<file path="config.mk">
export PLATFORM = sky130hd
export DESIGN_NAME = spi_miso_tx
export DESIGN_NICKNAME = d
export VERILOG_FILES = /design/src/rtl/spi_miso_tx.sv
export SDC_FILE = /design/constraint.sdc
export NUM_CORES = 1
export LEC_CHECK = 0
export ABC_AREA = 1
export CAP_MARGIN = 20
export CORE_ASPECT_RATIO = 2
export CORE_UTILIZATION = 50
export CTS_CLUSTER_SIZE = 30
export DETAILED_ROUTE_END_ITERATION = 6
export PLACE_DENSITY = 0.7
export SLEW_MARGIN = 25
export SYNTH_ARGS = -nofsm -noshare
export SYNTH_HDL_FRONTEND = slang
export SYNTH_SLANG_ARGS = --single-unit
</file>
<file path="constraint.sdc">
create_clock -name sys_clk -period 3.45 [get_ports sys_clk]
set_clock_uncertainty 0.15 [all_clocks]
set_input_delay 0.5175 -clock sys_clk [delete_from_list [all_inputs] [get_ports sys_clk]]
set_output_delay 0.5175 -clock sys_clk [all_outputs]
set_load 0.01 [all_outputs]
</file>
<file path="src/rtl/spi_miso_tx.sv">
// SPI mode-0 slave transmitter for the MISO return path of the key receiver.
// Host pins are oversampled in sys_clk; bytes queue in a TX FIFO and shift out MSB-first.
module spi_miso_tx #(
  parameter int         FIFO_DEPTH = 16,
  parameter logic [7:0] IDLE_BYTE  = 8'hFF,
  localparam int        LW         = $clog2(FIFO_DEPTH + 1),
  localparam int        PW         = $clog2(FIFO_DEPTH)
) (
  input  logic          sys_clk,
  input  logic          rst,
  input  logic          SPI_CLK,
  input  logic          _SS,
  output logic          MISO,
  output logic          MISO_oe,
  input  logic [7:0]    tx_data,
  input  logic          tx_valid,
  output logic          tx_ready,
  output logic          busy,
  output logic          byte_sent,
  output logic          underrun,
  output logic [LW-1:0] fifo_level
);

  // state | meaning
  // IDLE  | no frame, MISO tri-stated, waiting for _SS to fall
  // LOAD  | one cycle: fetch first byte of the frame from FIFO or IDLE_BYTE
  // SHIFT | counting SCK rises, shifting on falls, reloading after 8 bits
  typedef enum logic [1:0] {IDLE, LOAD, SHIFT} state_t;

  state_t state, state_nxt;

  logic [2:0]    sck_sync, ss_sync;
  logic          sck_rise, sck_fall, ss_rise, ss_fall;
  logic [7:0]    mem [FIFO_DEPTH];
  logic [PW-1:0] wr_ptr, rd_ptr;
  logic          push, pop, load, fifo_empty;
  logic [7:0]    shreg;
  logic [3:0]    bit_cnt;

  // bits [1:0] synchronize, bit [2] holds the previous synced value for edge detect
  always_ff @(posedge sys_clk) begin
    if (rst) begin
      sck_sync <= 3'b111;
      ss_sync  <= 3'b111;
    end else begin
      sck_sync <= {sck_sync[1:0], SPI_CLK};
      ss_sync  <= {ss_sync[1:0], _SS};
    end
  end

  assign sck_rise = sck_sync[1] & ~sck_sync[2];
  assign sck_fall = ~sck_sync[1] & sck_sync[2];
  assign ss_rise  = ss_sync[1] & ~ss_sync[2];
  assign ss_fall  = ~ss_sync[1] & ss_sync[2];

  assign fifo_empty = (fifo_level == '0);
  assign tx_ready   = (fifo_level != LW'(FIFO_DEPTH));
  assign push       = tx_valid & tx_ready;
  assign load       = ((state == LOAD) | ((state == SHIFT) & sck_fall & (bit_cnt == 4'd8)))
                      & ~ss_rise;
  assign pop        = load & ~fifo_empty;

  always_ff @(posedge sys_clk) begin
    if (push) mem[wr_ptr] <= tx_data;
  end

  always_ff @(posedge sys_clk) begin
    if (rst) begin
      wr_ptr     <= '0;
      rd_ptr     <= '0;
      fifo_level <= '0;
    end else begin
      if (push) wr_ptr <= wr_ptr + PW'(1);
      if (pop)  rd_ptr <= rd_ptr + PW'(1);
      case ({push, pop})
        2'b10:   fifo_level <= fifo_level + LW'(1);
        2'b01:   fifo_level <= fifo_level - LW'(1);
        default: fifo_level <= fifo_level;
      endcase
    end
  end

  always_ff @(posedge sys_clk) begin
    if (rst) state <= IDLE;
    else     state <= state_nxt;
  end

  always_comb begin
    state_nxt = state;
    case (state)
      IDLE:    if (ss_fall) state_nxt = LOAD;
      LOAD:    state_nxt = ss_rise ? IDLE : SHIFT;
      SHIFT:   if (ss_rise) state_nxt = IDLE;
      default: state_nxt = IDLE;
    endcase
  end

  // an _SS rise masks any SCK strobe in the same cycle
  always_ff @(posedge sys_clk) begin
    if (rst) begin
      shreg     <= '0;
      bit_cnt   <= '0;
      byte_sent <= 1'b0;
      underrun  <= 1'b0;
    end else begin
      byte_sent <= 1'b0;
      underrun  <= load & fifo_empty;
      if (load) begin
        shreg   <= fifo_empty ? IDLE_BYTE : mem[rd_ptr];
        bit_cnt <= '0;
      end else if ((state == SHIFT) && !ss_rise && (bit_cnt < 4'd8)) begin
        if (sck_rise) begin
          bit_cnt   <= bit_cnt + 4'd1;
          byte_sent <= (bit_cnt == 4'd7);
        end else if (sck_fall) begin
          shreg <= {shreg[6:0], 1'b0};
        end
      end
    end
  end

  assign MISO    = shreg[7];
  assign busy    = (state != IDLE);
  assign MISO_oe = (state != IDLE) & ~rst;

endmodule

</file>
==> impl_metrics.yaml <==
run_status:
  outcome: "finished, final reports clean"
logic_synthesis:
  yosys.area.top_type_share_pct: 55.49
  synth_area_sq_um: 6927
  syn_avg_cell_area_sq_um: 11.47
  syn_nets: 626
  yosysWarnings: 0
  synthTopCellsByArea: "edfxtp_1 55%, dfxtp_1 11%, nor2_1 6.7%"
  synth_ff_type: "edfxtp_1"
  yosys.area.top_type: "edfxtp_1"
  ys_ff_latch: 167
  synth_edf_count: 128
  synthArstFlopShare_pct: 0
  synth.distinct_cells: 37
  seq_area_frac_synth_pct: 66.76
  synth_cells: 604
pwr:
  irDropWorstVdd_v: 0.0003615
  cellPowerDensity_nw_per_um2: 556.1
  p_leak_nw: 2.786
die:
  start_util_pct: 51.26
  die_area_sq_um: 14360
  placementRows: 60
  ioPinCount: 24
  die_w_um: 85.23
  die_y_um: 168.5
  core_sq_um: 13510
route:
  drc_errors: 0
  ant_nets: 0
  wl_per_cell_um: 18.86
  viasPerCell: 5.730
  dr.pass1.iters: 5
  num_vias: 4624
  drt_iter0_drc: 292
  wirelength_mm: 15.22
worst_setup_path:
  r2r_start: "bit_cnt[0]"
  cp_cell_sequence: "inv_1 > ha_1 > nand2_1 > nor2_2 > nand3_2 > nand2_4 > nand2_4 > inv_2 > ha_1 > xor2_1 > ha_1 > inv_1 > nand2_1 > nand2_1 > nand3_1 > nand3_1 > nand2_1 > inv_1"
  critPathRequiredTime_ns: 3.62
  cp-start-kind: "flip-flop"
  crit_family: "simple AND/OR/NAND/NOR gates"
  worstReg2RegEnd: "fifo_level[4]"
  path_common_cell: "nand2_1"
  crit_buf_inv: 4
  arrival_ns: 2.87
  reg2reg_setup_slack_ns: 0.75
  critPathCaptureType: "flip-flop"
  path_class: "flip-flop to flip-flop"
  cp_max_fo: 13
  reg2regPathDepth: 18
  slowest_delay_ns: 0.34
  slowest_stage: "dfxtp_1"
sta:
  setup_tns_ns: 0
  period_needed_ns: 2.697
  max_slew_margin_pct: 54.93
  worst_slew_pin_slew_ns: 0.6739
  max_freq_mhz: 370.8
  rsz0062_at_grt: "no"
  setup_viol: 0
  fin_ws_ns: 0.7529
  finalMaxSlewViolations: 0
  hold_violations: 0
  finalCritPeriodShare_pct: 78.18
  holdWs_ns: 0.2617
placed_design:
  place.detailed.hpwl_mm: 10.13
  routabilityCongestion: 0.8292
  io_buffers: 23
  preCtsSetupSlack_ns: 0.7557
  dpl_cell_area_sq_um: 7289
cts:
  clkLatencyLatePin_ns: 0.42
  cts_made_buffers: 17
  cts_resized: 0
  clkTransAtPathRegs_ns: 0.06
  ctsHoldBuffers: 0
  cts.htree.levels: 4
  cts_root_buffer: "clkbuf_16"
  cts_sinks: 167
  cts_tree: "done"
  postCtsSetupBuffers: 0
  cts.path.max_buffers: 2
final_layout:
  n_antenna_cell: 0
  syn_to_final_growth_pct: 13.91
  stdcell_area_sq_um: 7890
  drive_gt1_share_pct: 11.50
  final_common_cell: "edfxtp_1"
  nets: 661
  post-route-util_pct: 58.39
  final_cell_mix: "128 x edfxtp_1, 124 x nor2_1, 62 x o21ai_0, 38 x dfxtp_1, 35 x nand2_1"
global_routing:
  antenna_found_initial: 0
  grt_pass1_wl_mm: 23.94
  grt_usage_pct: 22.44
  grt.overflow.total: 0
  grt_pass1_vias: 4536
  grt_max_degree: 65
worst_hold_path:
  worstHoldPathCells: 1
  min_to: "sck_sync[1]"
  hold_path_class: "flip-flop to flip-flop"
  hold_path.startpoint: "sck_sync[0]"
flow_run:
  drv_cap: 0
==> cells by family (layout without fill, tap and decap cells) <==
family	after synthesis	after routing	share of synthesized area (%)
AOI/OAI and AO/OA	146	146	11.96
xor gates and xnor gates	5	5	0.6323
adders and majority gates	9	9	1.626
buffers and inverters	65	113	5.292
DFF	167	167	66.76
and+or+nand+nor	212	212	13.73
==> worst max path at each step <==
| stage | from | endpoint | slack [ns] | cells past startpoint |
|---|---|---|---|---|
| floorplan | bit_cnt[0] | fifo_level[4] | 0.99 | 21 |
| global placement | bit_cnt[0] | fifo_level[4] | 0.83 | 18 |
| detailed placement | bit_cnt[0] | fifo_level[4] | 0.76 | 18 |
| CTS | bit_cnt[0] | fifo_level[4] | 0.74 | 18 |
| global route | bit_cnt[0] | fifo_level[4] | 0.50 | 18 |
| finish | bit_cnt[0] | fifo_level[4] | 0.75 | 18 |
==> worst reg2reg max path, delay by kind of cell, from the launching register on <==
kind                       cells  cell delay [ns]
adders and majority gates      3             0.65
buffers and inverters          4             0.36
xor gates and xnor gates       1             0.22
DFF                            1             0.34
and+or+nand+nor               10             0.90
==> cell usage after synthesis, types with 2 or more instances <==
cell type,instances
a21oi_1,21
buf_2,7
buf_4,6
buf_6,8
buf_8,2
clkbuf_1,4
dfxtp_1,39
edfxtp_1,128
ha_1,9
inv_1,32
inv_2,4
nand2_1,35
nand2_2,2
nand2_4,3
nand3_1,29
nand4_2,2
nor2_1,124
nor2_4,3
nor3_1,3
o211ai_1,24
o21ai_0,62
o21ai_1,28
o221ai_1,8
or2_2,5
xnor2_1,2
xor2_1,3
==> sequential cells by signal, summed over array words and instances (netlist names), named ones only <==
signal      cells
ss_sync         3
rd_ptr          4
mem           128
shreg           8
state           2
underrun        1
sck_sync        3
bit_cnt         4
byte_sent       1
wr_ptr          4
fifo_level      5
==> per-stage QoR <==
stage / total power, W / std cells
6_report: 0.004387 / 807
5_1_grt: 0.004516 / 807
4_1_cts: 0.004401 / 807
3_5_place_dp: 0.002566 / 775
3_3_place_gp: 0.002557 / 775
2_1_floorplan: 0.002454 / 604
==> power breakdown <==
part,switching [W],internal (W),total [W]
sequential,0.0000309,0.00221,0.00224
combinational,0.000183,0.000102,0.000285
clock,0.000754,0.00111,0.00186
==> per-layer routing <==
layer	GRT usage [%]	routed length [um]	vias up	part of all wire, %
met3	2.974	461	32	3.0
met5	0	0	-	0
li1	-	-	2210	-
met4	12.01	517	0	3.4
met1	24.18	5693	2253	37
met2	41.73	8542	129	56
==> layout make-up <==
class | count | area, sq um
clock inverters | 8 | 55.05
repair buffers | 44 | 387.9
flip-flops and latches | 167 | 4626
fillers | 1105 | 5623
clock buffers | 24 | 545.5
inverters | 37 | 146.4
well taps | 155 | 193.9
multi-input cells | 372 | 1936
(Power assumes the default switching activity.)
